<file path="config.mk">
export PLATFORM = sky130hd
export DESIGN_NAME = pipe_stage_reg
export DESIGN_NICKNAME = d
export VERILOG_FILES = /design/src/rtl/pipe_stage_reg.sv
export SDC_FILE = /design/constraint.sdc
export NUM_CORES = 1
export LEC_CHECK = 0
export BUFFER_PORTS_ARGS = -buffer_cell sky130_fd_sc_hd__buf_2
export CORE_MARGIN = 2
export CORE_UTILIZATION = 48
export DETAILED_ROUTE_END_ITERATION = 8
export GPL_ROUTABILITY_DRIVEN = 0
export PLACE_DENSITY = 0.79
export SYNTH_ARGS = -nofsm -noshare
export SYNTH_HDL_FRONTEND = slang
export SYNTH_SLANG_ARGS = --single-unit
</file>
<file path="constraint.sdc">
create_clock -name clk -period 6.07 [get_ports clk]
set_input_delay 1.214 -clock clk [delete_from_list [all_inputs] [get_ports clk]]
set_output_delay 1.214 -clock clk [all_outputs]
set_load 0.01 [all_outputs]
</file>
<file path="src/rtl/pipe_stage_reg.sv">
// Inter-stage pipeline register with valid/ready handshake and an optional 2-entry skid buffer.
// It carries instruction, PC and exception cause, and supports flush, an occupancy output and a stall counter.
module pipe_stage_reg #(
  parameter int          DATA_W      = 32,
  parameter int          PC_W        = 32,
  parameter int          EXC_W       = 2,
  parameter logic [31:0] RESET_PC    = 32'h80000000,
  parameter bit          SKID_EN     = 1'b1,
  parameter int          STALL_CNT_W = 16
) (
  input  logic                   clk,
  input  logic                   reset,
  input  logic                   in_valid,
  output logic                   in_ready,
  input  logic [DATA_W-1:0]      in_instr,
  input  logic [PC_W-1:0]        in_pc,
  input  logic [EXC_W-1:0]       in_exc,
  input  logic                   flush,
  output logic                   out_valid,
  input  logic                   out_ready,
  output logic [DATA_W-1:0]      out_instr,
  output logic [PC_W-1:0]        out_pc,
  output logic [EXC_W-1:0]       out_exc,
  output logic [1:0]             occupancy,
  output logic [STALL_CNT_W-1:0] stall_cnt
);

  typedef enum logic [1:0] {
    S_EMPTY = 2'd0,
    S_ONE   = 2'd1,
    S_FULL  = 2'd2
  } state_t;

  localparam logic [PC_W-1:0] RST_PC = PC_W'(RESET_PC);

  function automatic logic [DATA_W-1:0] nop_on_exc(input logic [DATA_W-1:0] instr,
                                                   input logic [EXC_W-1:0]  exc);
    return (exc != '0) ? '0 : instr;
  endfunction

  function automatic logic [STALL_CNT_W-1:0] sat_inc(input logic [STALL_CNT_W-1:0] v);
    return (v == '1) ? v : v + STALL_CNT_W'(1);
  endfunction

  state_t                 r_state;
  state_t                 w_state_nxt;
  logic [DATA_W-1:0]      r_main_instr;
  logic [PC_W-1:0]        r_main_pc;
  logic [EXC_W-1:0]       r_main_exc;
  logic [DATA_W-1:0]      r_skid_instr;
  logic [PC_W-1:0]        r_skid_pc;
  logic [EXC_W-1:0]       r_skid_exc;
  logic [STALL_CNT_W-1:0] r_stall_cnt;
  logic                   w_acc;
  logic                   w_cons;
  logic                   w_ld_main_in;
  logic                   w_ld_main_skid;
  logic                   w_ld_skid;
  logic                   w_clr_main;
  logic [DATA_W-1:0]      w_in_instr;

  assign out_valid  = (r_state != S_EMPTY);
  assign w_acc      = in_valid && in_ready;
  assign w_cons     = out_valid && out_ready;
  assign w_in_instr = nop_on_exc(in_instr, in_exc);

  generate
    if (SKID_EN) begin : g_skid
      // in_ready is a pure flop: it looks one state ahead so it never admits into a full stage
      logic r_in_ready;
      always_ff @(posedge clk or negedge reset) begin
        if (!reset) r_in_ready <= 1'b1;
        else        r_in_ready <= (w_state_nxt != S_FULL);
      end
      assign in_ready = r_in_ready;
    end else begin : g_noskid
      assign in_ready = !out_valid || out_ready;
    end
  endgenerate

  always_ff @(posedge clk or negedge reset) begin
    if (!reset) r_state <= S_EMPTY;
    else        r_state <= w_state_nxt;
  end

  always_comb begin
    w_state_nxt    = r_state;
    w_ld_main_in   = 1'b0;
    w_ld_main_skid = 1'b0;
    w_ld_skid      = 1'b0;
    w_clr_main     = 1'b0;
    if (flush) begin
      w_state_nxt = S_EMPTY;
      w_clr_main  = 1'b1;
    end else begin
      case (r_state)
        S_EMPTY: begin
          if (w_acc) begin
            w_state_nxt  = S_ONE;
            w_ld_main_in = 1'b1;
          end
        end
        S_ONE: begin
          if (w_acc && w_cons) begin
            w_ld_main_in = 1'b1;
          end else if (w_cons) begin
            w_state_nxt = S_EMPTY;
          end else if (w_acc) begin
            w_state_nxt = S_FULL;
            w_ld_skid   = 1'b1;
          end
        end
        S_FULL: begin
          if (w_cons) begin
            w_state_nxt    = S_ONE;
            w_ld_main_skid = 1'b1;
          end
        end
        default: w_state_nxt = S_EMPTY;
      endcase
    end
  end

  // main entry drives out_*; it keeps its last value when the stage drains
  always_ff @(posedge clk or negedge reset) begin
    if (!reset) begin
      r_main_instr <= '0;
      r_main_pc    <= RST_PC;
      r_main_exc   <= '0;
    end else if (w_clr_main) begin
      r_main_instr <= '0;
      r_main_pc    <= '0;
      r_main_exc   <= '0;
    end else if (w_ld_main_in) begin
      r_main_instr <= w_in_instr;
      r_main_pc    <= in_pc;
      r_main_exc   <= in_exc;
    end else if (w_ld_main_skid) begin
      r_main_instr <= r_skid_instr;
      r_main_pc    <= r_skid_pc;
      r_main_exc   <= r_skid_exc;
    end
  end

  always_ff @(posedge clk) begin
    if (w_ld_skid) begin
      r_skid_instr <= w_in_instr;
      r_skid_pc    <= in_pc;
      r_skid_exc   <= in_exc;
    end
  end

  always_ff @(posedge clk or negedge reset) begin
    if (!reset)                       r_stall_cnt <= '0;
    else if (out_valid && !out_ready) r_stall_cnt <= sat_inc(r_stall_cnt);
  end

  assign out_instr = r_main_instr;
  assign out_pc    = r_main_pc;
  assign out_exc   = r_main_exc;
  assign occupancy = r_state;
  assign stall_cnt = r_stall_cnt;

endmodule

</file>
==> results of run 1 <==
-- cells in the mapped netlist (3+ instances only) --
cell,n,area share
buf_2,6,0.0048
nor3_1,5,0.0040
edfxtp_1,66,0.32
nand2b_1,3,0.0030
mux2i_1,66,0.11
and2_1,32,0.032
xnor2_1,3,0.0042
o21ai_0,25,0.020
buf_4,7,0.0084
nor4_1,4,0.0040
nand2_1,71,0.043
clkbuf_1,6,0.0036
xor2_1,12,0.017
buf_6,6,0.011
nand3_1,7,0.0056
nor2_1,4,0.0024
dfrtp_1,83,0.33
nand4_1,4,0.0040
o21ai_1,41,0.033
-- path summary, 6_finish.rpt --
path                                   startpoint                        end  slack, ns  depth (start not counted)
setup reg to reg           occupancy[1]$_DFF_PN0_     out_pc[25]$_DFFE_PN0P_       3.06                          5
hold / removal             out_pc[30]$_DFFE_PN0P_     out_pc[30]$_DFFE_PN0P_       0.47                          2
min in group asynchronous                   reset   stall_cnt[2]$_DFFE_PN0P_       1.01                          1
hold reg to reg            out_pc[30]$_DFFE_PN0P_     out_pc[30]$_DFFE_PN0P_       0.47                          2
max in group asynchronous                   reset  out_instr[28]$_DFFE_PN0P_       4.39                          1
setup / recovery                        out_ready     out_pc[25]$_DFFE_PN0P_       2.56                          6
-- tightest hold or removal path, delay by kind of cell, from the launching register on --
| family | cells | cell delay [ns] |
|---|---|---|
| compound gates | 1 | 0.06 |
| flops | 1 | 0.34 |
| simple gates | 1 | 0.04 |
-- power groups by stage --
stage | Sequential, mW | Combinational [mW] | Clock (mW)
5_1_grt | 1.19 | 0.292 | 1.11
3_3_place_gp | 1.19 | 0.262 | 0
3_5_place_dp | 1.20 | 0.269 | 0
6_report | 1.18 | 0.266 | 1.04
4_1_cts | 1.18 | 0.270 | 1.06
2_1_floorplan | 1.22 | 0.124 | 0
-- registers in the layout, indices dropped and copies added (netlist names) --
| signal | cells |
|---|---|
| out_instr | 32 |
| out_pc | 32 |
| r_skid_instr | 32 |
| r_skid_pc | 32 |
| stall_cnt | 16 |
| occupancy | 2 |
| out_exc | 2 |
| r_skid_exc | 2 |
| in_ready | 1 |
-- through the flow --
stage | util | hold WS, ns | area [µm²] | power (mW)
2_1_floorplan | - | 0.470 | 6240 | 1.34
6_report | 0.608 | 0.474 | 7700 | 2.48
5_1_grt | 0.608 | 0.498 | 7700 | 2.59
3_5_place_dp | 0.561 | 0.466 | 7110 | 1.47
3_3_place_gp | 0.561 | 0.453 | 7110 | 1.46
4_1_cts | 0.608 | 0.479 | 7700 | 2.51
-- final cells by class --
cell class | instances | area (µm²) | area share
Tap cell | 172 | 215 | 0.0280
Sequential cell | 151 | 4110 | 0.534
Clock buffer | 24 | 493 | 0.0640
Timing Repair Buffer | 160 | 813 | 0.106
Multi-Input combinational cell | 298 | 1960 | 0.255
Clock inverter | 8 | 96.3 | 0.0125
Inverter | 2 | 7.51 | 0.000975
-- per-layer routing --
metal / global-route usage / wire (µm)
met2: 0.322 / 6640
met4: 0.0964 / 269
met1: 0.251 / 5780
met5: 0 / 0
met3: 0.0567 / 569
-- cell families (layout without fill, tap and decap cells) --
| logic type | after synthesis | count (layout) | share of synthesized area |
|---|---|---|---|
| AOI/OAI and AO/OA | 70 | 70 | 0.0594 |
| xor gates and xnor gates | 15 | 15 | 0.0211 |
| muxes | 68 | 68 | 0.110 |
| adders and majority gates | 1 | 1 | 0.00201 |
| DFF | 151 | 151 | 0.659 |
| and+or+nand+nor | 144 | 144 | 0.118 |
| buffers and inverters | 29 | 194 | 0.0305 |
==> qor.csv, run 1 <==
stage,metric,value,unit
synthesis,Post-synth EDFFs,66,
critical_path,CP Cell Sequence,buf_2 -> nand2b_1 -> a221oi_4 -> buf_4 -> or2_2 -> o21ai_0,
floorplanning,Core Area,12700,µm²
floorplanning,Die ar.,13900,µm²
synthesis,part of the Yosys area used for sequential elements,0.659,
synthesis,Synth Flop Type,dfrtp_1,
placement,"worst slack, placed",2.07,ns
global_routing,GRT overflow,0,
power_and_ir_drop,Leak,3.41,nW
drt,via/cell ratio,5.14,
timing,Final Hold Vio Count,0,
run_status,status,"finished, final reports clean",
power_and_ir_drop,Sw Share,0.238,
placement,IO Port Bufs,156,
critical_path,"Slowest-stage cell, CP",or2_2,
cells_and_area,Nets,702,
critical_path,Worst Path Max Fanout,67,
power_and_ir_drop,Clock Power Share,0.418,
clock_tree,CTS Hold Buffers Added,0,
drt,via count,4188,
clock_tree,"CTS clk-pin slew, worst paths",0.06,ns
critical_path,CP bufs+invs,2,
drt,Initial DRT Pass Iterations,6,
floorplanning,row cnt,41,
floorplanning,die height,118,µm
power_and_ir_drop,worst IR drop on VDD,0.172,mV
clock_tree,CTS tree,done,
synthesis,"Net Count, Synth",550,
power_and_ir_drop,P_int,1.89,mW
timing,Slew headroom,0.200,
critical_path,Critical Path Start Type,input port,
timing,Max Transition Viols Final,0,
cells_and_area,Finished Layout Cells,815,
cells_and_area,Antenna Cells,0,
synthesis,yosys warns,0,
cells_and_area,ratio of cells with drive above 1 in the final layout,0.311,
cells_and_area,fillcell total,995,
critical_path,"slowest stage delay, CP",1.03,ns
global_routing,first-pass GRT wire length,21.8,mm
drt,drt drc,0,
clock_tree,post-CTS sizing,0,
global_routing,vias in the first global route,4273,
global_routing,initial antenna violation count,0,
timing,Worst-Margin Slew,1.20,ns
critical_path,Worst EP arrival,3.74,ns
global_routing,GR Util All Layers,0.201,
drt,DRT Wirelength,13.3,mm
timing,Clock Skew,0.0110,ns
floorplanning,Initial Util,0.492,
placement,placed insts,783,
clock_tree,htree depth,4,
clock_tree,CTS Buf Count,17,
clock_tree,maximum buffer depth of the clock tree,2,
power_and_ir_drop,Comb pwr share,0.107,
drt,Antenna Nets Post-Route,0,
clock_tree,clk_lat worst skew,0.42,ns
clock_tree,root buf cell,clkbuf_16,
timing,Final period util,0.578,
worst_hold_path,Hold/Removal Path Class,flip-flop to flip-flop,
synthesis,Gate Count Post-Synth,478,
timing,highest clock rate,285,MHz
synthesis,synthesized area per cell,13.0,µm²
clock_tree,setup repair bufs after CTS,0,
cells_and_area,most frequent cells in the layout,"buf_2, dfrtp_1, nand2_1",
cells_and_area,Layout area overhead,23.4,%
timing,Final WS setup,2.56,ns
drt,WL/cell,16.3,µm
timing,RSZ-0062 raised after global routing,no,
floorplanning,Ports,157,
critical_path,Crit path required time,6.30,ns
global_routing,largest net degree at the start of global routing,86,
critical_path,crit path kind,input port to flip-flop,
power_and_ir_drop,power share of the sequential group,0.475,
placement,DP HPWL,8.48,mm
job,max-cap violations,0,
synthesis,Post-synth ARST share,0.563,
power_and_ir_drop,switching power,0.590,mW
critical_path,Setup crit end kind,flip-flop,
synthesis,synth unique cells,38,
clock_tree,clock tree sinks,151,
critical_path,CP top delay family,simple AND/OR/NAND/NOR gates,
synthesis,Synth Cell Area,6240,µm²
timing,final number of setup-violating endpoints,0,
power_and_ir_drop,pwr dens,323,nW/µm²
drt,1st-iter DRT viols,268,
timing,Tmin final,3.51,ns
synthesis,number of synthesized register bits,151,
cells_and_area,"commonest non-fill, non-tap cell in the layout",buf_2,
timing,setup TNS,0,ns
floorplanning,Die X,118,µm
(Power assumes the default switching activity.)
==> run 2, diff against run 1 <==
Clock period 6.07 ns to 2.85 ns, I/O delays scaled along.
==> qor.csv, run 2 (synthesis gave the netlist of run 1 again) <==
stage,metric,value,unit,change
job,max-cap violations,0,,unchanged
drt,via/cell ratio,5.18,,+0.84%
drt,DRT Wirelength,13.7,mm,+3.6%
run_status,status,"finished, final reports clean",,
critical_path,crit path kind,flip-flop to flip-flop,,
clock_tree,CTS tree,done,,
clock_tree,clk_lat worst skew,0.41,ns,about the same
global_routing,GRT overflow,0,,unchanged
floorplanning,die height,118,µm,unchanged
timing,Final Hold Vio Count,0,,unchanged
drt,WL/cell,16.7,µm,+3.0%
critical_path,Worst EP arrival,2.42,ns,-1.32 ns
floorplanning,Die X,118,µm,unchanged
clock_tree,htree depth,4,,unchanged
floorplanning,Die ar.,13900,µm²,unchanged
power_and_ir_drop,P_int,3.99,mW,+110%
cells_and_area,Nets,706,,+0.57%
critical_path,Crit path required time,3.14,ns,-3.16 ns
power_and_ir_drop,power share of the sequential group,0.477,,+0.002
timing,setup TNS,0,ns,unchanged
cells_and_area,"commonest non-fill, non-tap cell in the layout",buf_2,,
clock_tree,clock tree sinks,151,,unchanged
critical_path,Setup crit end kind,flip-flop,,
drt,via count,4249,,+1.5%
global_routing,GR Util All Layers,0.205,,+0.00486
power_and_ir_drop,pwr dens,679,nW/µm²,+110%
global_routing,first-pass GRT wire length,22.4,mm,+3.0%
global_routing,M1 GR Usage,0.256,,+0.00566
global_routing,initial antenna violation count,1,,+1
clock_tree,setup repair bufs after CTS,0,,unchanged
timing,highest clock rate,471,MHz,
timing,Hold Slack,0.141,ns,-0.333 ns
floorplanning,row cnt,41,,unchanged
placement,DP HPWL,8.77,mm,+3.5%
timing,final number of setup-violating endpoints,0,,unchanged
power_and_ir_drop,worst IR drop on VDD,0.477,mV,+180%
power_and_ir_drop,Clock Power Share,0.410,,-0.008
timing,Slew headroom,0.458,,+0.258
power_and_ir_drop,Comb pwr share,0.113,,+0.006
clock_tree,CTS Buf Count,17,,unchanged
clock_tree,post-CTS sizing,0,,unchanged
global_routing,met3 GRT Util,0.0455,,-0.0111
power_and_ir_drop,overall power,5.27,mW,+110%
cells_and_area,ratio of cells with drive above 1 in the final layout,0.320,,+0.00890
timing,Clock Skew,0.00590,ns,-0.00506 ns
global_routing,met2 Use GR,0.343,,+0.0207
placement,IO Port Bufs,156,,unchanged
global_routing,largest net degree at the start of global routing,67,,-22%
cells_and_area,most frequent cells in the layout,"buf_2, dfrtp_1, nand2_1",,
floorplanning,Ports,157,,unchanged
worst_hold_path,Hold/Removal Path Class,input port to asynchronous set/reset pin,,
drt,drt drc,0,,unchanged
power_and_ir_drop,Sw Share,0.244,,+0.00590
clock_tree,"CTS clk-pin slew, worst paths",0.06,ns,about the same
critical_path,Worst Path Max Fanout,14,,-79%
timing,RSZ-0062 raised after global routing,no,,
drt,Initial DRT Pass Iterations,4,,-2
power_and_ir_drop,switching power,1.28,mW,+120%
cells_and_area,Layout area overhead,24.5,%,
global_routing,most used routing layer,met2,,
power_and_ir_drop,Leak,3.44,nW,+0.73%
clock_tree,root buf cell,clkbuf_16,,
drt,1st-iter DRT viols,226,,-16%
clock_tree,maximum buffer depth of the clock tree,2,,unchanged
timing,Tmin final,2.12,ns,
floorplanning,Core Area,12700,µm²,unchanged
global_routing,vias in the first global route,4349,,+1.8%
timing,Max Transition Viols Final,0,,unchanged
clock_tree,CTS Hold Buffers Added,0,,unchanged
timing,Final period util,0.745,,
critical_path,Critical Path Start Type,flip-flop,,
timing,Worst-Margin Slew,0.812,ns,-0.388 ns
floorplanning,Initial Util,0.492,,unchanged
drt,Antenna Nets Post-Route,0,,unchanged
==> run 2: cell type report <==
type | instances | area, µm²
well taps | 172 | 215
multi-input cells | 298 | 1970
repair buffers | 164 | 893
diodes | 1 | 2.50
inverters | 2 | 7.51
clock buffers | 22 | 464
flip-flops and latches | 151 | 4110
clock inverters | 10 | 105
fillers | 1031 | 4910
==> run 2: metrics by stage <==
stage	area (µm²)	worst slack, ns	util	instances
CTS	7760	0.723	0.613	819
global placement	7190	0.764	0.568	787
global route	7760	0.581	0.613	820
floorplan	6250	-0.00895	-	478
finish	7760	0.726	0.613	820
detailed placement	7190	0.648	0.568	787
==> run 2: critical path, stage by stage (launching register included) <==
cell,delay (ns)
dfrtp_1,0.41
ha_1,0.23
nand4_2,0.22
nor4_4,0.67
nor2_1,0.16
mux2_2,0.32
==> run 2: final timing paths <==
check | startpoint | to | slack, ns | cells past startpoint
min in group clk | in_pc[14] | r_skid_pc[14]$_DFFE_PP_ | 0.35 | 1
worst min-delay path | reset | out_pc[28]$_DFFE_PN0P_ | 0.14 | 1
worst max-delay path | stall_cnt[0]$_DFFE_PN0P_ | stall_cnt[1]$_DFFE_PN0P_ | 0.73 | 5
worst min register to register | out_pc[31]$_DFFE_PN1P_ | out_pc[31]$_DFFE_PN1P_ | 0.46 | 2
worst max register to register | stall_cnt[0]$_DFFE_PN0P_ | stall_cnt[1]$_DFFE_PN0P_ | 0.73 | 5
max in group asynchronous | reset | out_pc[27]$_DFFE_PN0P_ | 2.06 | 2
==> run 2: routing by layer <==
layer,routed length [µm],vias up
li1,-,2011
met1,5920,2092
met2,6970,125
met3,561,21
met4,282,0
met5,0,-
==> run 2: power by group through the flow <==
stage               sequential [mW]  combinational (mW)  clock [mW]
floorplan                      2.60               0.266           0
global placement               2.54               0.588           0
detailed placement             2.55               0.606           0
CTS                            2.51               0.607        2.20
global route                   2.53               0.648        2.31
finish                         2.51               0.598        2.16
==> run 3, diff against run 2 <==
Settings changed: CORE_UTILIZATION 48 to 53, PLACE_DENSITY 0.79 to 0.83.
Clock period 2.85 ns to 2.2 ns, I/O delays scaled along.
==> qor.csv, run 3 (synthesis gave the netlist of run 1 again) <==
stage,metric,value,unit,change
timing,Clock Skew,0.00565,ns,-0.000251 ns
cells_and_area,most frequent cells in the layout,"buf_2, dfrtp_1, nand2_1",,
placement,IO Port Bufs,156,,unchanged
critical_path,Crit path depth,6,,+1
placement,placed insts,762,,-3.2%
critical_path,Setup crit end kind,flip-flop,,
worst_hold_path,Hold/Removal Path Class,input port to flip-flop,,
power_and_ir_drop,worst IR drop on VDD,0.577,mV,+21%
timing,highest clock rate,517,MHz,+9.8%
cells_and_area,fillcell total,827,,-20%
timing,Tmin final,1.94,ns,-0.189 ns
critical_path,worst setup path endpoint,stall_cnt[10]$_DFFE_PN0P_,,
power_and_ir_drop,Leak,3.51,nW,+2.0%
critical_path,CP Cell Sequence,ha_1 -> nand4_2 -> nor4_4 -> buf_4 -> and4b_1 -> xor2_1,,
critical_path,Worst R2R Start,stall_cnt[0]$_DFFE_PN0P_,,
placement,placed cell area,7220,µm²,+0.43%
global_routing,initial antenna violation count,0,,-1
placement,"worst slack, placed",0.256,ns,-0.393 ns
drt,WL/cell,17.2,µm,+3.0%
timing,Final WS setup,0.265,ns,-0.461 ns
run_status,status,"finished, final reports clean",,
drt,via count,4330,,+1.9%
critical_path,CP bufs+invs,1,,+1
drt,DRT Wirelength,13.7,mm,-0.12%
power_and_ir_drop,pwr dens,913,nW/µm²,+35%
timing,Final Hold Vio Count,0,,unchanged
floorplanning,Initial Util,0.544,,+0.0517
cells_and_area,ratio of cells with drive above 1 in the final layout,0.321,,+0.000614
job,max-cap violations,0,,unchanged
clock_tree,clk_lat worst skew,0.42,ns,about the same
global_routing,largest net degree at the start of global routing,67,,unchanged
timing,RSZ-0062 raised after global routing,no,,
clock_tree,maximum buffer depth of the clock tree,2,,unchanged
drt,Initial DRT Pass Iterations,4,,unchanged
cells_and_area,Antenna Cells,0,,-1
critical_path,Worst Setup SP,stall_cnt[0]$_DFFE_PN0P_,,
critical_path,terminus of the critical flop-to-flop path,stall_cnt[10]$_DFFE_PN0P_,,
critical_path,"Slowest-stage cell, CP",dfrtp_1,,
critical_path,Crit path required time,2.50,ns,-0.64 ns
global_routing,first-pass GRT wire length,22.6,mm,+1.0%
timing,Worst-Margin Slew,0.568,ns,-0.244 ns
clock_tree,post-CTS sizing,0,,unchanged
critical_path,FF-to-FF path depth,6,,+1
clock_tree,"CTS clk-pin slew, worst paths",0.06,ns,about the same
cells_and_area,"commonest non-fill, non-tap cell in the layout",buf_2,,
drt,via/cell ratio,5.45,,+5.1%
floorplanning,die height,112,µm,-4.7%
floorplanning,row cnt,39,,-4.9%
cells_and_area,Finished Layout Cells,795,,-3.0%
clock_tree,root buf cell,clkbuf_16,,
timing,setup TNS,0,ns,unchanged
drt,Antenna Nets Post-Route,0,,unchanged
floorplanning,Die ar.,12700,µm²,-9.1%
timing,Slew headroom,0.618,,+0.160
critical_path,CP top delay family,simple AND/OR/NAND/NOR gates,,
clock_tree,clock tree sinks,151,,unchanged
timing,Final period util,0.880,,+0.134
critical_path,Critical Path Start Type,flip-flop,,
critical_path,r2r setup slk,0.26,ns,-0.46 ns
floorplanning,Die X,112,µm,-4.7%
critical_path,Worst Path Max Fanout,11,,-3
critical_path,crit path kind,flip-flop to flip-flop,,
critical_path,Worst EP arrival,2.23,ns,-0.19 ns
timing,Max Transition Viols Final,0,,unchanged
cells_and_area,post-layout util,0.687,,+0.0746
floorplanning,Ports,157,,unchanged
cells_and_area,Layout area overhead,26.4,%,
global_routing,GRT overflow,0,,unchanged
global_routing,GR Util All Layers,0.229,,+0.0234
clock_tree,htree depth,4,,unchanged
cells_and_area,Nets,711,,+0.71%
critical_path,"slowest stage delay, CP",0.40,ns,-0.27 ns
drt,drt drc,0,,unchanged
placement,DP HPWL,8.97,mm,+2.3%
floorplanning,Core Area,11500,µm²,-9.5%
global_routing,vias in the first global route,4492,,+3.3%
clock_tree,CTS Buf Count,17,,unchanged
drt,1st-iter DRT viols,409,,+81%
clock_tree,setup repair bufs after CTS,0,,unchanged
cells_and_area,final instance area,7880,µm²,+1.5%
clock_tree,CTS tree,done,,
timing,final number of setup-violating endpoints,0,,unchanged
## run 3: cell count changes in the layout (fill, tap and decap cells not counted)
cell | before | now
clkbuf_8 | 2 | 3
dlygate4sd3_1 | 0 | 1
bufinv_16 | 2 | 5
clkinvlp_4 | 2 | 1
clkinv_2 | 6 | 1
buf_4 | 5 | 6
buf_12 | 4 | 7
clkinv_1 | 0 | 2
diode_2 | 1 | 0
## run 3: what timing repair did
| item | in CTS | in global routing |
|---|---|---|
| hold buffers | 1 | 0 |
| endpoints found under the hold margin | 33 | 0 |
| setup endpoints to repair | 0 | 0 |
## run 3: layout make-up
type,instances,area (µm²),area share
well taps,143,179,0.0227
flip-flops and latches,151,4110,0.522
inverters,2,7.51,0.000952
clock buffers,23,478,0.0606
clock inverters,9,170,0.0216
repair buffers,169,971,0.123
multi-input cells,298,1970,0.249
## run 3: power breakdown
part           leakage [nW]  internal [mW]  switching [mW]  total, mW
Combinational          1.50          0.337           0.444      0.781
Clock                 0.312           2.09            1.07       3.16
Sequential             1.69           3.12           0.130       3.25
## run 3: worst min path at each step
| stage | from | end | slack [ns] | cells after the start |
|---|---|---|---|---|
| floorplan | reset | occupancy[0]$_DFF_PN0_ | 0.14 | 0 |
| global placement | reset | out_pc[30]$_DFFE_PN0P_ | 0.42 | 1 |
| detailed placement | reset | out_pc[30]$_DFFE_PN0P_ | 0.43 | 1 |
| CTS | in_pc[3] | r_skid_pc[3]$_DFFE_PP_ | 0.20 | 1 |
| global route | in_pc[0] | r_skid_pc[0]$_DFFE_PP_ | 0.20 | 1 |
| finish | in_pc[6] | r_skid_pc[6]$_DFFE_PP_ | 0.22 | 1 |
## run 3: per-stage QoR
stage | total power [mW] | hold slack, ns
2_1_floorplan | 3.71 | 0.144
3_3_place_gp | 4.05 | 0.422
3_5_place_dp | 4.09 | 0.428
4_1_cts | 7.25 | 0.201
5_1_grt | 7.46 | 0.205
6_report | 7.20 | 0.219
## run 3: per-layer routing
layer | part of all wire | vias up | track usage
li1 | - | 2011 | -
met1 | 0.42 | 2147 | 0.291
met5 | 0 | - | 0
met3 | 0.047 | 31 | 0.0481
met2 | 0.50 | 141 | 0.376
met4 | 0.030 | 0 | 0.111
